==> config.mk <==
export PLATFORM = sky130hd
export DESIGN_NAME = apb_2_lint
export DESIGN_NICKNAME = d
export VERILOG_FILES = /design/src/rtl/apb_2_lint.sv
export SDC_FILE = /design/constraint.sdc
export NUM_CORES = 1
export LEC_CHECK = 0
export BUFFER_PORTS_ARGS = -buffer_cell sky130_fd_sc_hd__buf_2
export CORE_MARGIN = 8
export CORE_UTILIZATION = 50
export CTS_CLUSTER_SIZE = 14
export DETAILED_ROUTE_END_ITERATION = 16
export GPL_ROUTABILITY_DRIVEN = 0
export PLACE_DENSITY = 0.86
export SETUP_SLACK_MARGIN = 0.02
export SKIP_CTS_REPAIR_TIMING = 1
export SLEW_MARGIN = 30
export SYNTH_ARGS = -nofsm -noshare
export SYNTH_HDL_FRONTEND = slang
export SYNTH_SLANG_ARGS = --single-unit
==> constraint.sdc <==
create_clock -name clk -period 3.36 [get_ports clk]
set_clock_uncertainty 0.1 [all_clocks]
set_input_delay 0.672 -clock clk [delete_from_list [all_inputs] [get_ports clk]]
set_output_delay 0.672 -clock clk [all_outputs]
set_load 0.01 [all_outputs]
==> src/rtl/apb_2_lint.sv <==
// APB slave to LINT master bridge: one outstanding transfer, registered APB completion,
// optional timeout that completes the APB access with PSLVERR when the LINT side stalls.
module apb_2_lint #(
  parameter int unsigned ADDR_WIDTH = 32,
  parameter int unsigned DATA_WIDTH = 32,
  parameter int unsigned TIMEOUT    = 255,
  localparam int unsigned BE_WIDTH  = DATA_WIDTH / 8
) (
  input  logic                  clk,
  input  logic                  rst_n,
  input  logic [ADDR_WIDTH-1:0] PADDR,
  input  logic [DATA_WIDTH-1:0] PWDATA,
  input  logic                  PWRITE,
  input  logic                  PSEL,
  input  logic                  PENABLE,
  output logic [DATA_WIDTH-1:0] PRDATA,
  output logic                  PREADY,
  output logic                  PSLVERR,
  output logic                  data_req_o,
  output logic [ADDR_WIDTH-1:0] data_add_o,
  output logic                  data_we_o,
  output logic [DATA_WIDTH-1:0] data_wdata_o,
  output logic [BE_WIDTH-1:0]   data_be_o,
  input  logic                  data_gnt_i,
  input  logic                  data_r_valid_i,
  input  logic [DATA_WIDTH-1:0] data_r_rdata_i
);

  localparam int unsigned CntWidth = (TIMEOUT > 0) ? $clog2(TIMEOUT + 1) : 1;
  localparam logic [CntWidth-1:0] TimeoutVal = CntWidth'(TIMEOUT);

  localparam logic [1:0] StIdle = 2'd0;
  localparam logic [1:0] StReq  = 2'd1;
  localparam logic [1:0] StWait = 2'd2;
  localparam logic [1:0] StDone = 2'd3;

  logic [1:0]            state_q, state_d;
  logic [CntWidth-1:0]   cnt_q, cnt_d, cnt_inc;
  logic                  timeout_hit;
  logic [ADDR_WIDTH-1:0] addr_q, addr_d;
  logic [DATA_WIDTH-1:0] wdata_q, wdata_d;
  logic                  we_q, we_d;
  logic [DATA_WIDTH-1:0] prdata_q, prdata_d;
  logic                  pready_q, pready_d;
  logic                  pslverr_q, pslverr_d;

  always_comb begin
    cnt_inc     = (cnt_q == '1) ? cnt_q : cnt_q + 1'b1;
    // cnt_inc is the number of REQ/WAIT cycles including the current one
    timeout_hit = (TIMEOUT != 0) && (cnt_inc == TimeoutVal);

    state_d   = state_q;
    cnt_d     = cnt_q;
    addr_d    = addr_q;
    wdata_d   = wdata_q;
    we_d      = we_q;
    prdata_d  = prdata_q;
    pready_d  = 1'b0;
    pslverr_d = pslverr_q;

    case (state_q)
      StIdle: begin
        if (PSEL && !PENABLE) begin
          addr_d  = PADDR;
          wdata_d = PWDATA;
          we_d    = PWRITE;
          cnt_d   = '0;
          state_d = StReq;
        end
      end
      StReq: begin
        cnt_d = cnt_inc;
        if (timeout_hit) begin
          state_d   = StDone;
          prdata_d  = '0;
          pslverr_d = 1'b1;
          pready_d  = 1'b1;
        end else if (data_gnt_i) begin
          state_d = StWait;
        end
      end
      StWait: begin
        cnt_d = cnt_inc;
        // A response on the final allowed cycle still completes normally
        if (data_r_valid_i) begin
          state_d   = StDone;
          prdata_d  = we_q ? '0 : data_r_rdata_i;
          pslverr_d = 1'b0;
          pready_d  = 1'b1;
        end else if (timeout_hit) begin
          state_d   = StDone;
          prdata_d  = '0;
          pslverr_d = 1'b1;
          pready_d  = 1'b1;
        end
      end
      StDone: begin
        state_d = StIdle;
      end
      default: begin
        state_d = StIdle;
      end
    endcase
  end

  always_ff @(posedge clk) begin
    if (!rst_n) begin
      state_q   <= StIdle;
      cnt_q     <= '0;
      addr_q    <= '0;
      wdata_q   <= '0;
      we_q      <= 1'b0;
      prdata_q  <= '0;
      pready_q  <= 1'b0;
      pslverr_q <= 1'b0;
    end else begin
      state_q   <= state_d;
      cnt_q     <= cnt_d;
      addr_q    <= addr_d;
      wdata_q   <= wdata_d;
      we_q      <= we_d;
      prdata_q  <= prdata_d;
      pready_q  <= pready_d;
      pslverr_q <= pslverr_d;
    end
  end

  assign data_req_o   = (state_q == StReq);
  assign data_be_o    = {BE_WIDTH{data_req_o}};
  assign data_add_o   = addr_q;
  assign data_we_o    = we_q;
  assign data_wdata_o = wdata_q;
  assign PRDATA       = prdata_q;
  assign PREADY       = pready_q;
  assign PSLVERR      = pslverr_q;

endmodule

==> flow_metrics.tcl <==
set metrics [dict create \
    path_max_fanout 33 \
    ctsHtreeMaxLevel 3 \
    timing.critical_path.buf_inv 1 \
    netlist_area_mm2 0.00452 \
    dp.final_hpwl_um 9670 \
    drv_slew 0 \
    ys_types 52 \
    max_stage_delay_ps 450 \
    layout-drive-gt1-share 0.378 \
    cts_tree "yes" \
    clk_path_buf_depth 2 \
    ioPinCount 207 \
    post_drt_wl_per_cell_um 15.5 \
    die-area_mm2 0.0123 \
    first_pass_iters 5 \
    vias_per_cell 5.28 \
    areaGrowthSynthToFinish_pct 27.2 \
    finalHoldViolCount 0 \
    io_buffers 206 \
    min_period_ps 2430 \
    grtUsageTotal 0.202 \
    finalSetupViolations 0 \
    grt_antenna_before_repair 0 \
    leakage_nw 2.58 \
    clockRootBuffer "clkbuf_8" \
    path_cells "ha_1 -> and2_2 -> a211o_1 -> a21o_1 -> o21ai_4 -> buf_4 -> nor3b_2" \
    antenna_cells 0 \
    cts_sinks 109 \
    hold_path.class "reg -> reg" \
    antenna_left 0 \
    vias 4385 \
    peakVddDrop_uv 407 \
    grt_max_degree 66 \
    cts_buffers 9 \
    drc 0 \
    synth_flop_cell "dfxtp_1" \
    fp.coreArea_mm2 0.00876 \
    synth_nets 641 \
    clkTransAtPathRegs_ps 100 \
    worstSetupPathType "reg -> reg" \
    netlist_instances 533 \
    fin_setup_tns_ps 0 \
    crit_path_end_kind "flip-flop" \
    required_ps 3540 \
    rsz0062_at_grt "false" \
    grt_pass1_vias 4405 \
    overflow 0 \
    start_util 0.516 \
    period_share 0.724 \
    die-height_um 111 \
    syn_area_per_cell_um2 8.48 \
    layout.core_utilization 0.656 \
    synthArstFlopShare 0 \
    clk_latency_ps 360 \
    critPathArrivalTime_ps 2620 \
    ys_seq_elements 109 \
    die_x_um 111 \
    cp-start-kind "flip-flop" \
    status "finished, final reports clean" \
    slew_headroom 0.560 \
    drt_iter0_drc 248 \
    powerDensity_mw_per_mm2 616 \
    yosysWarnings 0 \
    tightestPinTransition_ps 659 \
    postRouteWirelength_um 12900 \
    layout.nets 825 \
    crit_family "compound AO/OA/AOI/OAI gates" \
    synth_edf_count 0 \
    num_rows 34 \
    grt_first_pass_wirelength_um 21400 \
    fmax_mhz 411 \
    seq_area_frac_synth 0.483 \
    crit_slowest_cell "buf_4" \
    maxCapViolations 0 \
]
## path summary, 6_finish.rpt
check	endpoint	slack, ps	cells past startpoint	from
worst max register to register	PREADY	930	7	cnt_q[0]
worst max-delay path	PREADY	930	7	cnt_q[0]
worst min register to register	data_wdata_o[29]	360	2	data_wdata_o[29]
worst min-delay path	data_wdata_o[29]	360	2	data_wdata_o[29]
## cell usage after synthesis, types with 2 or more instances
cell type | instances | area, um^2
nand2_1 | 175 | 657
dfxtp_1 | 109 | 2180
a21oi_1 | 43 | 215
a21boi_0 | 32 | 240
a22oi_1 | 32 | 240
o21ai_2 | 30 | 263
clkbuf_1 | 29 | 109
o21ai_0 | 9 | 45.0
inv_1 | 6 | 22.5
nor2_1 | 6 | 22.5
ha_1 | 5 | 62.6
buf_4 | 4 | 30.0
buf_6 | 4 | 45.0
nor3_1 | 3 | 15.0
a21o_1 | 2 | 15.0
and2_2 | 2 | 15.0
and3_1 | 2 | 12.5
and3_2 | 2 | 15.0
nand3_1 | 2 | 10.0
nand4_1 | 2 | 12.5
nor2b_1 | 2 | 12.5
o31ai_1 | 2 | 15.0
## metrics by stage
stage | total power, W | cells | hold WS (ps) | instance area (um^2) | worst slack [ps]
finish | 0.00354 | 830 | 358 | 5750 | 929
global route | 0.00378 | 830 | 377 | 5750 | 811
CTS | 0.00357 | 830 | 358 | 5750 | 921
detailed placement | 0.00276 | 814 | 343 | 5550 | 949
global placement | 0.00270 | 814 | 339 | 5550 | 1010
floorplan | 0.00236 | 533 | 377 | 4520 | 1390
## cells in the final DEF, fill, tap and decap left out, drive strengths merged, types with 2 or more instances in the layout
master / netlist / final
nor3b: 2 / 2
o21ai: 41 / 41
buf: 10 / 213
a21o: 2 / 2
a21boi: 32 / 32
nand3: 2 / 2
a21oi: 43 / 43
nor2b: 2 / 2
a211o: 2 / 2
nand4: 2 / 2
nand2: 175 / 175
clkinv: 1 / 3
and2: 3 / 3
a22oi: 32 / 32
ha: 5 / 5
inv: 6 / 10
nor2: 6 / 6
o31ai: 2 / 2
dfxtp: 109 / 109
nor3: 4 / 4
clkbuf: 30 / 9
and3: 4 / 4
## final cells by class
| class | instances | area, um^2 |
|---|---|---|
| Sequential cell | 109 | 2180 |
| Clock inverter | 7 | 77.6 |
| Tap cell | 108 | 135 |
| Clock buffer | 9 | 124 |
| Inverter | 7 | 26.3 |
| Timing Repair Buffer | 213 | 1080 |
| Fill cell | 718 | 3020 |
| Multi-Input combinational cell | 377 | 2120 |
## metal layers
layer	global-route usage	vias up	wire [um]
li1	-	2194	-
met1	0.218	2001	5010
met2	0.353	176	6340
met3	0.0893	14	1390
met4	0.0516	0	156
met5	0	-	0
## cell families after synthesis
| logic type | count (synthesis) | share of synthesized area |
|---|---|---|
| compound gates | 166 | 0.262 |
| fa+ha+maj | 5 | 0.0138 |
| buf+inv | 47 | 0.0515 |
| flops | 109 | 0.483 |
| mux | 1 | 0.00222 |
| simple gates | 205 | 0.188 |
## power by group
group          leakage [nW]  switching, W  internal, W
clock                 0.106      0.000456     0.000356
sequential            0.885      0.000118      0.00146
combinational          1.59      0.000727     0.000417
## worst min-delay path, cell delays in order, from the launching register on
cell and delay [ps]:
dfxtp_1 320, nand2_1 50, a21oi_1 50
## flip-flops by register name (all words and copies together), names as in the netlist
name          flops
data_add_o       32
PRDATA           32
cnt_q             8
state_q           2
data_we_o         1
data_wdata_o     32
PREADY            1
PSLVERR           1
Note: power is estimated with default switching activity, not from simulation.
